===== src/rtl/debounce_scan_controller.sv =====
// Time-multiplexed debouncer: a prescaler tick starts a one-channel-per-clock scan through a
// shared compare/increment datapath; debounced edges are queued in a show-ahead event FIFO.
module debounce_scan_controller #(
    parameter int unsigned NUM_CHANNELS        = 4,
    parameter int unsigned SAMPLE_PERIOD_CLKS  = 50000,
    parameter int unsigned STABLE_SAMPLES_RISE = 8,
    parameter int unsigned STABLE_SAMPLES_FALL = 6,
    parameter int unsigned FIFO_DEPTH          = 4
) (
    input  logic                              IN_CLOCK,
    input  logic                              IN_RESET_N,
    input  logic [NUM_CHANNELS-1:0]           IN_SIGNALS,
    input  logic                              IN_ENABLE,
    output logic [NUM_CHANNELS-1:0]           OUT_DEBOUNCE_SIGNALS,
    output logic                              OUT_EVENT_VALID,
    output logic [$clog2(NUM_CHANNELS)-1:0]   OUT_EVENT_CHANNEL,
    output logic                              OUT_EVENT_RISE,
    input  logic                              IN_EVENT_READY,
    output logic                              OUT_EVENT_OVERFLOW,
    input  logic                              IN_OVERFLOW_CLEAR
);

    localparam int unsigned CH_W       = $clog2(NUM_CHANNELS);
    localparam int unsigned MAX_STABLE = (STABLE_SAMPLES_RISE > STABLE_SAMPLES_FALL) ?
                                         STABLE_SAMPLES_RISE : STABLE_SAMPLES_FALL;
    localparam int unsigned CNT_W      = $clog2(MAX_STABLE) + 1;
    localparam int unsigned PRE_W      = $clog2(SAMPLE_PERIOD_CLKS);
    localparam int unsigned PTR_W      = $clog2(FIFO_DEPTH);
    localparam int unsigned FCNT_W     = PTR_W + 1;

    // Parameter sanity checks at elaboration
    if (NUM_CHANNELS < 2) begin : g_chk_channels
        $error("NUM_CHANNELS must be >= 2");
    end
    if (SAMPLE_PERIOD_CLKS <= NUM_CHANNELS + 1) begin : g_chk_period
        $error("SAMPLE_PERIOD_CLKS must exceed NUM_CHANNELS+1 so scans never overlap");
    end
    if (STABLE_SAMPLES_RISE < 1 || STABLE_SAMPLES_FALL < 1) begin : g_chk_stable
        $error("STABLE_SAMPLES_RISE/FALL must be >= 1");
    end
    if (FIFO_DEPTH < 2 || (FIFO_DEPTH & (FIFO_DEPTH - 1)) != 0) begin : g_chk_depth
        $error("FIFO_DEPTH must be a power of two >= 2");
    end

    typedef enum logic [0:0] {
        ST_IDLE = 1'b0,
        ST_SCAN = 1'b1
    } state_t;

    typedef struct packed {
        logic [CH_W-1:0] channel;
        logic            rise;
    } event_t;

    logic [NUM_CHANNELS-1:0] sync1_q;
    logic [NUM_CHANNELS-1:0] sync2_q;
    logic [PRE_W-1:0]        pre_q;
    logic                    tick_c;

    state_t                  state_q;
    logic [CH_W-1:0]         idx_q;
    logic [NUM_CHANNELS-1:0] sample_q;
    logic [NUM_CHANNELS-1:0] deb_q;
    logic [CNT_W-1:0]        cnt_q [NUM_CHANNELS];

    logic                    cur_smp_c;
    logic                    cur_deb_c;
    logic [CNT_W-1:0]        cnt_inc_c;
    logic [CNT_W-1:0]        thresh_c;
    logic                    push_c;
    event_t                  push_ev_c;

    event_t                  mem_q [FIFO_DEPTH];
    logic [PTR_W-1:0]        wr_ptr_q;
    logic [PTR_W-1:0]        rd_ptr_q;
    logic [FCNT_W-1:0]       count_q;
    logic                    valid_q;
    event_t                  head_q;
    logic                    ovf_q;

    logic                    pop_c;
    logic                    full_c;
    logic                    push_ok_c;
    logic                    ovf_set_c;
    logic [FCNT_W-1:0]       remain_c;
    logic [FCNT_W-1:0]       count_next_c;
    logic [PTR_W-1:0]        rd_next_c;
    event_t                  head_next_c;

    // Two-flop synchroniser for the raw contacts
    always_ff @(posedge IN_CLOCK or negedge IN_RESET_N) begin
        if (!IN_RESET_N) begin
            sync1_q <= '0;
            sync2_q <= '0;
        end else begin
            sync1_q <= IN_SIGNALS;
            sync2_q <= sync1_q;
        end
    end

    assign tick_c = IN_ENABLE && (pre_q == PRE_W'(SAMPLE_PERIOD_CLKS - 1));

    always_ff @(posedge IN_CLOCK or negedge IN_RESET_N) begin
        if (!IN_RESET_N) begin
            pre_q <= '0;
        end else if (!IN_ENABLE || tick_c) begin
            pre_q <= '0;
        end else begin
            pre_q <= pre_q + PRE_W'(1);
        end
    end

    // Shared per-channel compare/increment datapath
    always_comb begin
        cur_smp_c         = sample_q[idx_q];
        cur_deb_c         = deb_q[idx_q];
        cnt_inc_c         = cnt_q[idx_q] + CNT_W'(1);
        thresh_c          = cur_smp_c ? CNT_W'(STABLE_SAMPLES_RISE) : CNT_W'(STABLE_SAMPLES_FALL);
        push_c            = (state_q == ST_SCAN) && (cur_smp_c != cur_deb_c) && (cnt_inc_c == thresh_c);
        push_ev_c.channel = idx_q;
        push_ev_c.rise    = cur_smp_c;
    end

    // Scan FSM; ignores IN_ENABLE once started so a scan always completes
    always_ff @(posedge IN_CLOCK or negedge IN_RESET_N) begin
        if (!IN_RESET_N) begin
            state_q  <= ST_IDLE;
            idx_q    <= '0;
            sample_q <= '0;
            deb_q    <= '0;
            for (int unsigned i = 0; i < NUM_CHANNELS; i++) begin
                cnt_q[i] <= '0;
            end
        end else begin
            case (state_q)
                ST_IDLE: begin
                    if (tick_c) begin
                        sample_q <= sync2_q;
                        idx_q    <= '0;
                        state_q  <= ST_SCAN;
                    end
                end
                ST_SCAN: begin
                    if (cur_smp_c == cur_deb_c) begin
                        cnt_q[idx_q] <= '0;
                    end else if (cnt_inc_c == thresh_c) begin
                        deb_q[idx_q] <= cur_smp_c;
                        cnt_q[idx_q] <= '0;
                    end else begin
                        cnt_q[idx_q] <= cnt_inc_c;
                    end
                    if (idx_q == CH_W'(NUM_CHANNELS - 1)) begin
                        state_q <= ST_IDLE;
                    end else begin
                        idx_q <= idx_q + CH_W'(1);
                    end
                end
                default: state_q <= ST_IDLE;
            endcase
        end
    end

    // FIFO control; the head is pre-computed so the output fields come straight from flops
    always_comb begin
        pop_c        = valid_q && IN_EVENT_READY;
        full_c       = (count_q == FCNT_W'(FIFO_DEPTH));
        push_ok_c    = push_c && (!full_c || pop_c);
        ovf_set_c    = push_c && full_c && !pop_c;
        remain_c     = count_q - FCNT_W'(pop_c);
        count_next_c = remain_c + FCNT_W'(push_ok_c);
        rd_next_c    = rd_ptr_q + PTR_W'(pop_c);
        head_next_c  = (remain_c == '0) ? push_ev_c : mem_q[rd_next_c];
    end

    always_ff @(posedge IN_CLOCK) begin
        if (push_ok_c) begin
            mem_q[wr_ptr_q] <= push_ev_c;
        end
    end

    always_ff @(posedge IN_CLOCK or negedge IN_RESET_N) begin
        if (!IN_RESET_N) begin
            wr_ptr_q <= '0;
            rd_ptr_q <= '0;
            count_q  <= '0;
            valid_q  <= 1'b0;
            head_q   <= '0;
            ovf_q    <= 1'b0;
        end else begin
            if (push_ok_c) begin
                wr_ptr_q <= wr_ptr_q + PTR_W'(1);
            end
            rd_ptr_q <= rd_next_c;
            count_q  <= count_next_c;
            valid_q  <= (count_next_c != '0);
            if (count_next_c != '0) begin
                head_q <= head_next_c;
            end
            if (ovf_set_c) begin
                ovf_q <= 1'b1;
            end else if (IN_OVERFLOW_CLEAR) begin
                ovf_q <= 1'b0;
            end
        end
    end

    assign OUT_DEBOUNCE_SIGNALS = deb_q;
    assign OUT_EVENT_VALID      = valid_q;
    assign OUT_EVENT_CHANNEL    = head_q.channel;
    assign OUT_EVENT_RISE       = head_q.rise;
    assign OUT_EVENT_OVERFLOW   = ovf_q;

endmodule


===== config.mk =====
export PLATFORM = sky130hd
export DESIGN_NAME = debounce_scan_controller
export DESIGN_NICKNAME = d
export VERILOG_FILES = /design/src/rtl/debounce_scan_controller.sv
export SDC_FILE = /design/constraint.sdc
export NUM_CORES = 1
export LEC_CHECK = 0
export ABC_AREA = 1
export CELL_PAD_IN_SITES_DETAIL_PLACEMENT = 1
export CELL_PAD_IN_SITES_GLOBAL_PLACEMENT = 1
export CORE_ASPECT_RATIO = 0.6
export CORE_UTILIZATION = 40
export DETAILED_ROUTE_END_ITERATION = 10
export HOLD_SLACK_MARGIN = 0.05
export PLACE_DENSITY = 0.77
export RECOVER_POWER = 50
export SYNTH_ARGS = -nofsm -noshare
export SYNTH_HDL_FRONTEND = slang
export SYNTH_SLANG_ARGS = --single-unit

===== constraint.sdc =====
create_clock -name IN_CLOCK -period 2.9 [get_ports IN_CLOCK]
set_clock_uncertainty 0.15 [all_clocks]
set_input_delay 0.29 -clock IN_CLOCK [delete_from_list [all_inputs] [get_ports IN_CLOCK]]
set_output_delay 0.29 -clock IN_CLOCK [all_outputs]
set_load 0.005 [all_outputs]

==> results of run 1 <==
==> layout by cell type (no fill, tap or decap), types with 2 or more instances in the layout <==
master | synthesis | routed
a21oi_1 | 7 | 7
a31oi_1 | 3 | 3
buf_4 | 2 | 23
buf_6 | 2 | 5
clkbuf_1 | 5 | 3
clkbuf_16 | 0 | 10
clkbuf_8 | 0 | 2
clkdlybuf4s50_1 | 0 | 12
dfrtp_1 | 63 | 61
dfrtp_2 | 0 | 2
dlygate4sd3_1 | 0 | 5
edfxtp_1 | 12 | 12
ha_1 | 15 | 12
ha_4 | 0 | 3
inv_1 | 58 | 53
inv_2 | 10 | 10
inv_4 | 1 | 6
nand2_1 | 169 | 158
nand2_2 | 18 | 26
nand2_4 | 2 | 5
nand3_1 | 32 | 24
nand3_2 | 5 | 10
nand3_4 | 1 | 4
nand3b_1 | 4 | 4
nand4_1 | 7 | 7
nor2_1 | 63 | 56
nor2_2 | 0 | 6
nor3_1 | 7 | 6
nor3b_1 | 6 | 6
o21ai_0 | 10 | 8
o21ai_1 | 2 | 2
o21ai_2 | 0 | 2
xor2_1 | 3 | 3
==> worst max-delay path by stage <==
| stage | from | end | cells after the start |
|---|---|---|---|
| floorplan | idx_q[0] | OUT_EVENT_CHANNEL[1] | 21 |
| detailed placement | idx_q[0] | OUT_EVENT_CHANNEL[1] | 21 |
| global route | idx_q[0] | OUT_EVENT_CHANNEL[1] | 21 |
| finish | idx_q[0] | OUT_EVENT_CHANNEL[1] | 22 |
| global placement | idx_q[0] | OUT_EVENT_CHANNEL[1] | 21 |
| CTS | idx_q[0] | OUT_EVENT_CHANNEL[1] | 21 |
==> final cells by class <==
class / count / area share
multi-input cells: 363 / 0.3896
flip-flops and latches: 75 / 0.3829
repair buffers: 47 / 0.08029
clock buffers: 13 / 0.05558
inverters: 69 / 0.05459
well taps: 135 / 0.03335
clock inverters: 3 / 0.003706
==> worst max-delay path, stage by stage, from the launching register on <==
cell	delay (ps)
dfrtp_2	460
clkinv_4	130
nand2_2	90
nand3_2	70
nand2_2	100
inv_2	50
ha_4	170
inv_4	70
nand3_2	90
nand3_2	90
nand3_2	80
nand3_4	110
inv_4	40
nand3_4	60
inv_4	50
ha_4	160
ha_4	160
xnor2_2	130
inv_2	70
nor3_4	200
inv_2	90
nor2_2	90
a31oi_1	40
==> what timing repair did <==
action / CTS / global route
endpoints found under the hold margin: 63 / 0
pin swaps: 3 / 20
buffers inserted: 2 / 12
endpoints found under the setup margin: 3 / 4
hold buffers: 1 / 0
gates resized for setup: 4 / 48
==> sequential cells by signal (all words and copies together) (netlist names), 2 cells and up <==
register              count
rd_ptr_q                  2
OUT_DEBOUNCE_SIGNALS      4
sync1_q                   4
idx_q                     2
wr_ptr_q                  2
sample_q                  4
sync2_q                   4
mem_q                    12
cnt_q                    16
OUT_EVENT_CHANNEL         2
count_q                   3
pre_q                    16
==> stage by stage <==
step,cells,TNS [ps],hold WS (ps)
2_1_floorplan,518,-81.66,-155.6
3_3_place_gp,674,0,183.7
3_5_place_dp,674,-148.1,184.6
4_1_cts,693,0,201.0
5_1_grt,705,-288.9,209.5
6_report,705,0,198.8
==> power by group through the flow <==
stage	combinational (uW)	clock, uW	sequential (uW)
6_report	541	1130	1180
5_1_grt	605	1180	1180
4_1_cts	491	1140	1180
3_5_place_dp	475	0	1190
3_3_place_gp	447	0	1190
2_1_floorplan	296	0	1190
==> cell families after synthesis <==
| family | count (synthesis) | synth area share |
|---|---|---|
| AOI/OAI and AO/OA | 27 | 0.03697 |
| and+or+nand+nor | 316 | 0.3447 |
| DFF | 75 | 0.4769 |
| buffers and inverters | 80 | 0.08441 |
| xor gates and xnor gates | 5 | 0.01078 |
| adders and majority gates | 15 | 0.04621 |
==> synthesized netlist by cell type (3+ instances only) <==
cell | n | share of area
o21ai_0 | 10 | 0.012
nand2_1 | 169 | 0.16
xor2_1 | 3 | 0.0065
nand3b_1 | 4 | 0.0074
a31oi_1 | 3 | 0.0046
a21oi_1 | 7 | 0.0086
nor3_1 | 7 | 0.0086
inv_2 | 10 | 0.0092
ha_1 | 15 | 0.046
nand4_1 | 7 | 0.011
nand3_1 | 32 | 0.039
inv_1 | 58 | 0.054
nand2_2 | 18 | 0.028
edfxtp_1 | 12 | 0.089
nand3_2 | 5 | 0.012
nor2_1 | 63 | 0.058
nor3b_1 | 6 | 0.011
dfrtp_1 | 63 | 0.39
clkbuf_1 | 5 | 0.0046
==> metal layers <==
layer	GRT usage	wire (um)	up-vias
li1	-	-	1716
met3	0.05871	710	15
met1	0.3177	5646	1770
met4	0.06163	123	0
met2	0.3651	5225	76
met5	0	0	-
==> impl_metrics.json, run 1 <==
{
  "status": "finished, final reports clean",
  "cp.arrival_ps": 2930,
  "root_buffer": "clkbuf_16",
  "synth-async-reset-ratio": 0.8400,
  "synth_edf_count": 12,
  "grt_pass1_wl_mm": 18.51,
  "dpl.hpwl_mm": 8.335,
  "cap_violations": 0,
  "cts.path.max_buffers": 2,
  "track_usage": 0.2318,
  "cts_buffers": 9,
  "vias": 3577,
  "detailedPlace.worstSlack_ps": -78.77,
  "p_seq_frac": 0.414,
  "syn_area_per_cell_um2": 7.841,
  "ys_ff_latch": 75,
  "clkLatencyLatePin_ps": 350,
  "n_fill_cell": 1180,
  "fmax_mhz": 350.0,
  "routed_wirelength_mm": 11.71,
  "reg2reg_from": "idx_q[0]",
  "period_share": 0.9852,
  "end_kind": "flip-flop",
  "port_buffers": 17,
  "finalHoldViolations": 0,
  "reg2reg_depth": 22,
  "avgRoutedWirePerCell_um": 16.60,
  "whs_endpoint": "sync2_q[0]",
  "grt_max_degree": 41,
  "drtIter0Drc": 187,
  "ys_seq_area_frac": 0.4769,
  "grt_pass1_vias": 3620,
  "tritoncts": "done",
  "combPwrFrac": 0.190,
  "io_pins": 18,
  "nets": 589,
  "gp_congestion": 0.8762,
  "synth_area_um2": 4061,
  "num_rows": 28,
  "slew_headroom": 0.09601,
  "synth.yosys.warnings": 0,
  "leakage_uw": 0.002399,
  "hold_class": "flip-flop to flip-flop",
  "final_util": 0.5145,
  "remaining_drc_errors": 0,
  "diodes": 0,
  "internal_power_uw": 2041,
  "die_w_um": 132.1,
  "tightest_slew_ps": 1356,
  "cts_sinks": 75,
  "period_needed_ps": 2857,
  "syn_inst": 518,
  "p_sw_frac": 0.2824,
  "core_area_um2": 9844,
  "multi_input_area_um2": 1973,
  "criticalPathCategory": "flip-flop to flip-flop",
  "area_growth_pct": 24.71,
  "rrSetupSlack_ps": 40,
  "vdd_drop_max_uv": 319.4,
  "dr.pass1.iters": 4,
  "synth_nets": 542,
  "rsz0062_at_grt": "true",
  "powerDensity_nw_per_um2": 561.4,
  "die_h_um": 80.05,
  "clk_pin_slew_worst_paths_ps": 60,
  "ys.flop_type": "dfrtp_1",
  "fin_area_um2": 5065,
  "drive_gt1_frac": 0.2123,
  "cp-start-kind": "flip-flop",
  "antenna_found_initial": 0,
  "p_total_uw": 2844,
  "htree_levels": 3,
  "setup_viol_count_final": 0,
  "pwr-share-clk": 0.396,
  "slew_violations": 0,
  "yosysUniqueCellTypes": 35,
  "place_area_um2": 4483,
  "ff_latch_area_um2": 1939,
  "setup_ws_ps": 43.01,
  "cp.required_ps": 2970,
  "r2r-end": "OUT_EVENT_CHANNEL[1]",
  "cp_max_fo": 6,
  "via_per_inst": 5.074,
  "hold_start": "sync1_q[0]",
  "gr-total-overflow": 0,
  "final_antenna_net_count": 0,
  "start_util": 0.4126,
  "die_area_um2": 10570,
  "net-switching-power_uw": 803.0,
  "whs_path_depth": 0
}
No activity file was read; power rests on OpenSTA's default activity.
==> run 2, diff against run 1 <==
--- a/config.mk
+++ b/config.mk
@@ -9,10 +9,10 @@
 export CELL_PAD_IN_SITES_DETAIL_PLACEMENT = 1
 export CELL_PAD_IN_SITES_GLOBAL_PLACEMENT = 1
 export CORE_ASPECT_RATIO = 0.6
-export CORE_UTILIZATION = 40
+export CORE_UTILIZATION = 45
 export DETAILED_ROUTE_END_ITERATION = 10
 export HOLD_SLACK_MARGIN = 0.05
-export PLACE_DENSITY = 0.77
+export PLACE_DENSITY = 0.82
 export RECOVER_POWER = 50
 export SYNTH_ARGS = -nofsm -noshare
 export SYNTH_HDL_FRONTEND = slang
==> constraint.sdc (replaced) <==
create_clock -name IN_CLOCK -period 3.2 [get_ports IN_CLOCK]
set_clock_uncertainty 0.15 [all_clocks]
set_input_delay 0.32 -clock IN_CLOCK [delete_from_list [all_inputs] [get_ports IN_CLOCK]]
set_output_delay 0.32 -clock IN_CLOCK [all_outputs]
set_load 0.005 [all_outputs]
==> run 2 against run 1 <==
  * Via count fell by 0.75%
  * Hold slack got worse by 1.8 ps
  * First-iteration DRC count rose by 10%
  * Global-route usage rose by 2.7 points
  * Worst setup slack improved by 73 ps
  * Wire length fell by 3.2%
  * Die area fell by 11%
  * Clock power fell by 13%
  * Power fell by 11%
  * Design area fell by 5.8%
  * Critical path depth did not move
  * Register-to-register slack improved by 70 ps
==> impl_metrics.json, run 2 (synthesis gave the netlist of run 1 again) <==
{
  "status": "finished, final reports clean",
  "gp_congestion": 0.9473,
  "routed_wirelength_mm": 11.33,
  "clkLatencyLatePin_ps": 350,
  "final_common_cell": "nand2_1",
  "final_cells": 670,
  "met1_usage": 0.3461,
  "finalHoldViolations": 0,
  "cts.path.max_buffers": 2,
  "slew_violations": 0,
  "final_util": 0.5533,
  "p_total_uw": 2518,
  "slew_headroom": 0.5645,
  "via_per_inst": 5.299,
  "start_util": 0.4711,
  "vias": 3550,
  "combPwrFrac": 0.185,
  "vdd_drop_max_uv": 358.2,
  "fmax_mhz": 324.3,
  "busiest_layer": "met2",
  "reg2reg_depth": 22,
  "cp_max_fo": 8,
  "die_h_um": 75.59,
  "cap_violations": 0,
  "cts_sinks": 75,
  "die_area_um2": 9422,
  "cts_buffers": 9,
  "critPathMostFrequentCell": "inv_2",
  "period_share": 0.9637,
  "period_needed_ps": 3084,
  "tritoncts": "done",
  "placed_cells": 648,
  "p_seq_frac": 0.424,
  "cp.arrival_ps": 3150,
  "end_kind": "flip-flop",
  "root_buffer": "clkbuf_16",
  "track_usage": 0.2593,
  "tightest_slew_ps": 653.3,
  "nets": 577,
  "reg.largest.list": "cnt_q x16, pre_q x16, mem_q x12",
  "remaining_drc_errors": 0,
  "cp-start-kind": "flip-flop",
  "powerDensity_nw_per_um2": 527.9,
  "use_met2": 0.4297,
  "grt_pass1_vias": 3651,
  "n_fill_cell": 1057,
  "setup_viol_count_final": 0,
  "num_rows": 26,
  "diodes": 0,
  "leakage_uw": 0.002295,
  "dr.pass1.iters": 5,
  "criticalPathCategory": "flip-flop to flip-flop",
  "port_buffers": 17,
  "die_w_um": 124.6,
  "htree_levels": 3,
  "net-switching-power_uw": 759.7,
  "p_sw_frac": 0.3017,
  "gr-total-overflow": 0,
  "antenna_found_initial": 0,
  "critPathMaxStageDelay_ps": 430,
  "io_pins": 18,
  "final_antenna_net_count": 0,
  "clk_pin_slew_worst_paths_ps": 70,
  "totalNegativeSetupSlack_ps": 0,
  "setup_ws_ps": 116.1,
  "detailedPlace.worstSlack_ps": -8.972,
  "grt_pass1_wl_mm": 18.47,
  "hold_class": "flip-flop to flip-flop",
  "dpl.hpwl_mm": 8.398,
  "drive_gt1_frac": 0.1470,
  "whs_path_depth": 0,
  "area_growth_pct": 17.44,
  "grtUsageMet3": 0.05478,
  "pwr-share-clk": 0.391,
  "grt_max_degree": 27,
  "cp_slowest_cell": "dfrtp_1",
  "avgRoutedWirePerCell_um": 16.92,
  "internal_power_uw": 1758,
  "core_area_um2": 8621,
  "drtIter0Drc": 206,
  "final_cell_mix": "nand2_1 (168), dfrtp_1 (63), nor2_1 (60)",
  "cp_cell_sequence": "buf_6 -> buf_4 -> nor2_2 -> nor2_1 -> o21ai_1 -> nand2_1 -> inv_1 -> nand2_2 -> nand2_4 -> nand2_2 -> nand3_4 -> inv_2 -> nand3_2 -> inv_2 -> ha_1 -> ha_1 -> xnor2_1 -> inv_1 -> nor3_4 -> inv_2 -> nor2_2 -> a31oi_1",
  "cp.required_ps": 3270
}
## run 2: cell type report
cell class | count | area, um^2 | share of cell area
repair buffers | 35 | 310.3 | 0.06506
flip-flops and latches | 75 | 1937 | 0.4061
clock inverters | 7 | 57.56 | 0.01207
clock buffers | 9 | 225.2 | 0.04722
well taps | 112 | 140.1 | 0.02938
multi-input cells | 363 | 1836 | 0.3848
inverters | 69 | 264.0 | 0.05535
## run 2: path summary, 6_finish.rpt
path / slack (ps) / from / endpoint
max in group asynchronous: 1790 / IN_RESET_N / cnt_q[0]
min reg2reg: 200 / sync1_q[0] / sync2_q[0]
max reg2reg: 120 / idx_q[0] / OUT_EVENT_RISE
max: 120 / idx_q[0] / OUT_EVENT_RISE
min: 200 / sync1_q[0] / sync2_q[0]
min in group asynchronous: 390 / IN_RESET_N / OUT_EVENT_CHANNEL[1]
## run 2: repair_timing
action,in CTS,in global routing
endpoints found under the hold margin,24,0
gates resized for setup,1,15
hold buffers,1,0
pin swaps,0,4
setup buffers,0,5
endpoints found under the setup margin,2,2
## run 2: critical path: cells and delay by family (launching register included)
family | cells | cell delay, ps
buffers and inverters | 7 | 700
AO/OA/AOI/OAI | 2 | 140
XOR/XNOR | 1 | 150
AND/OR/NAND/NOR | 10 | 1010
adder cells (fa/ha/maj) | 2 | 370
flip-flops | 1 | 430
## run 2: routing by layer
layer  wire length (um)  part of all wire
met5                  0                 0
met4                150             0.013
met3                529             0.047
met2               5152              0.45
met1               5502              0.49
## run 2: through the flow
stage / instance area (um^2) / hold slack, ps
global placement: 4375 / 182.4
finish: 4770 / 197.0
detailed placement: 4375 / 186.3
CTS: 4673 / 200.8
global route: 4770 / 202.3
floorplan: 4061 / -125.6
## run 2: power by group through the flow
stage / combinational [uW] / clock (uW) / sequential, uW
6_report: 466 / 985 / 1070
5_1_grt: 518 / 1040 / 1070
4_1_cts: 401 / 1000 / 1070
3_5_place_dp: 386 / 0 / 1080
3_3_place_gp: 359 / 0 / 1080
2_1_floorplan: 240 / 0 / 1070
==> run 3, diff against run 2 <==
--- a/config.mk
+++ b/config.mk
@@ -6,6 +6,7 @@
 export NUM_CORES = 1
 export LEC_CHECK = 0
 export ABC_AREA = 1
+export CAP_MARGIN = 20
 export CELL_PAD_IN_SITES_DETAIL_PLACEMENT = 1
 export CELL_PAD_IN_SITES_GLOBAL_PLACEMENT = 1
 export CORE_ASPECT_RATIO = 0.6
==> results of run 3 <==
Same layout as run 2: the final DEF is identical, and so are final timing and power.
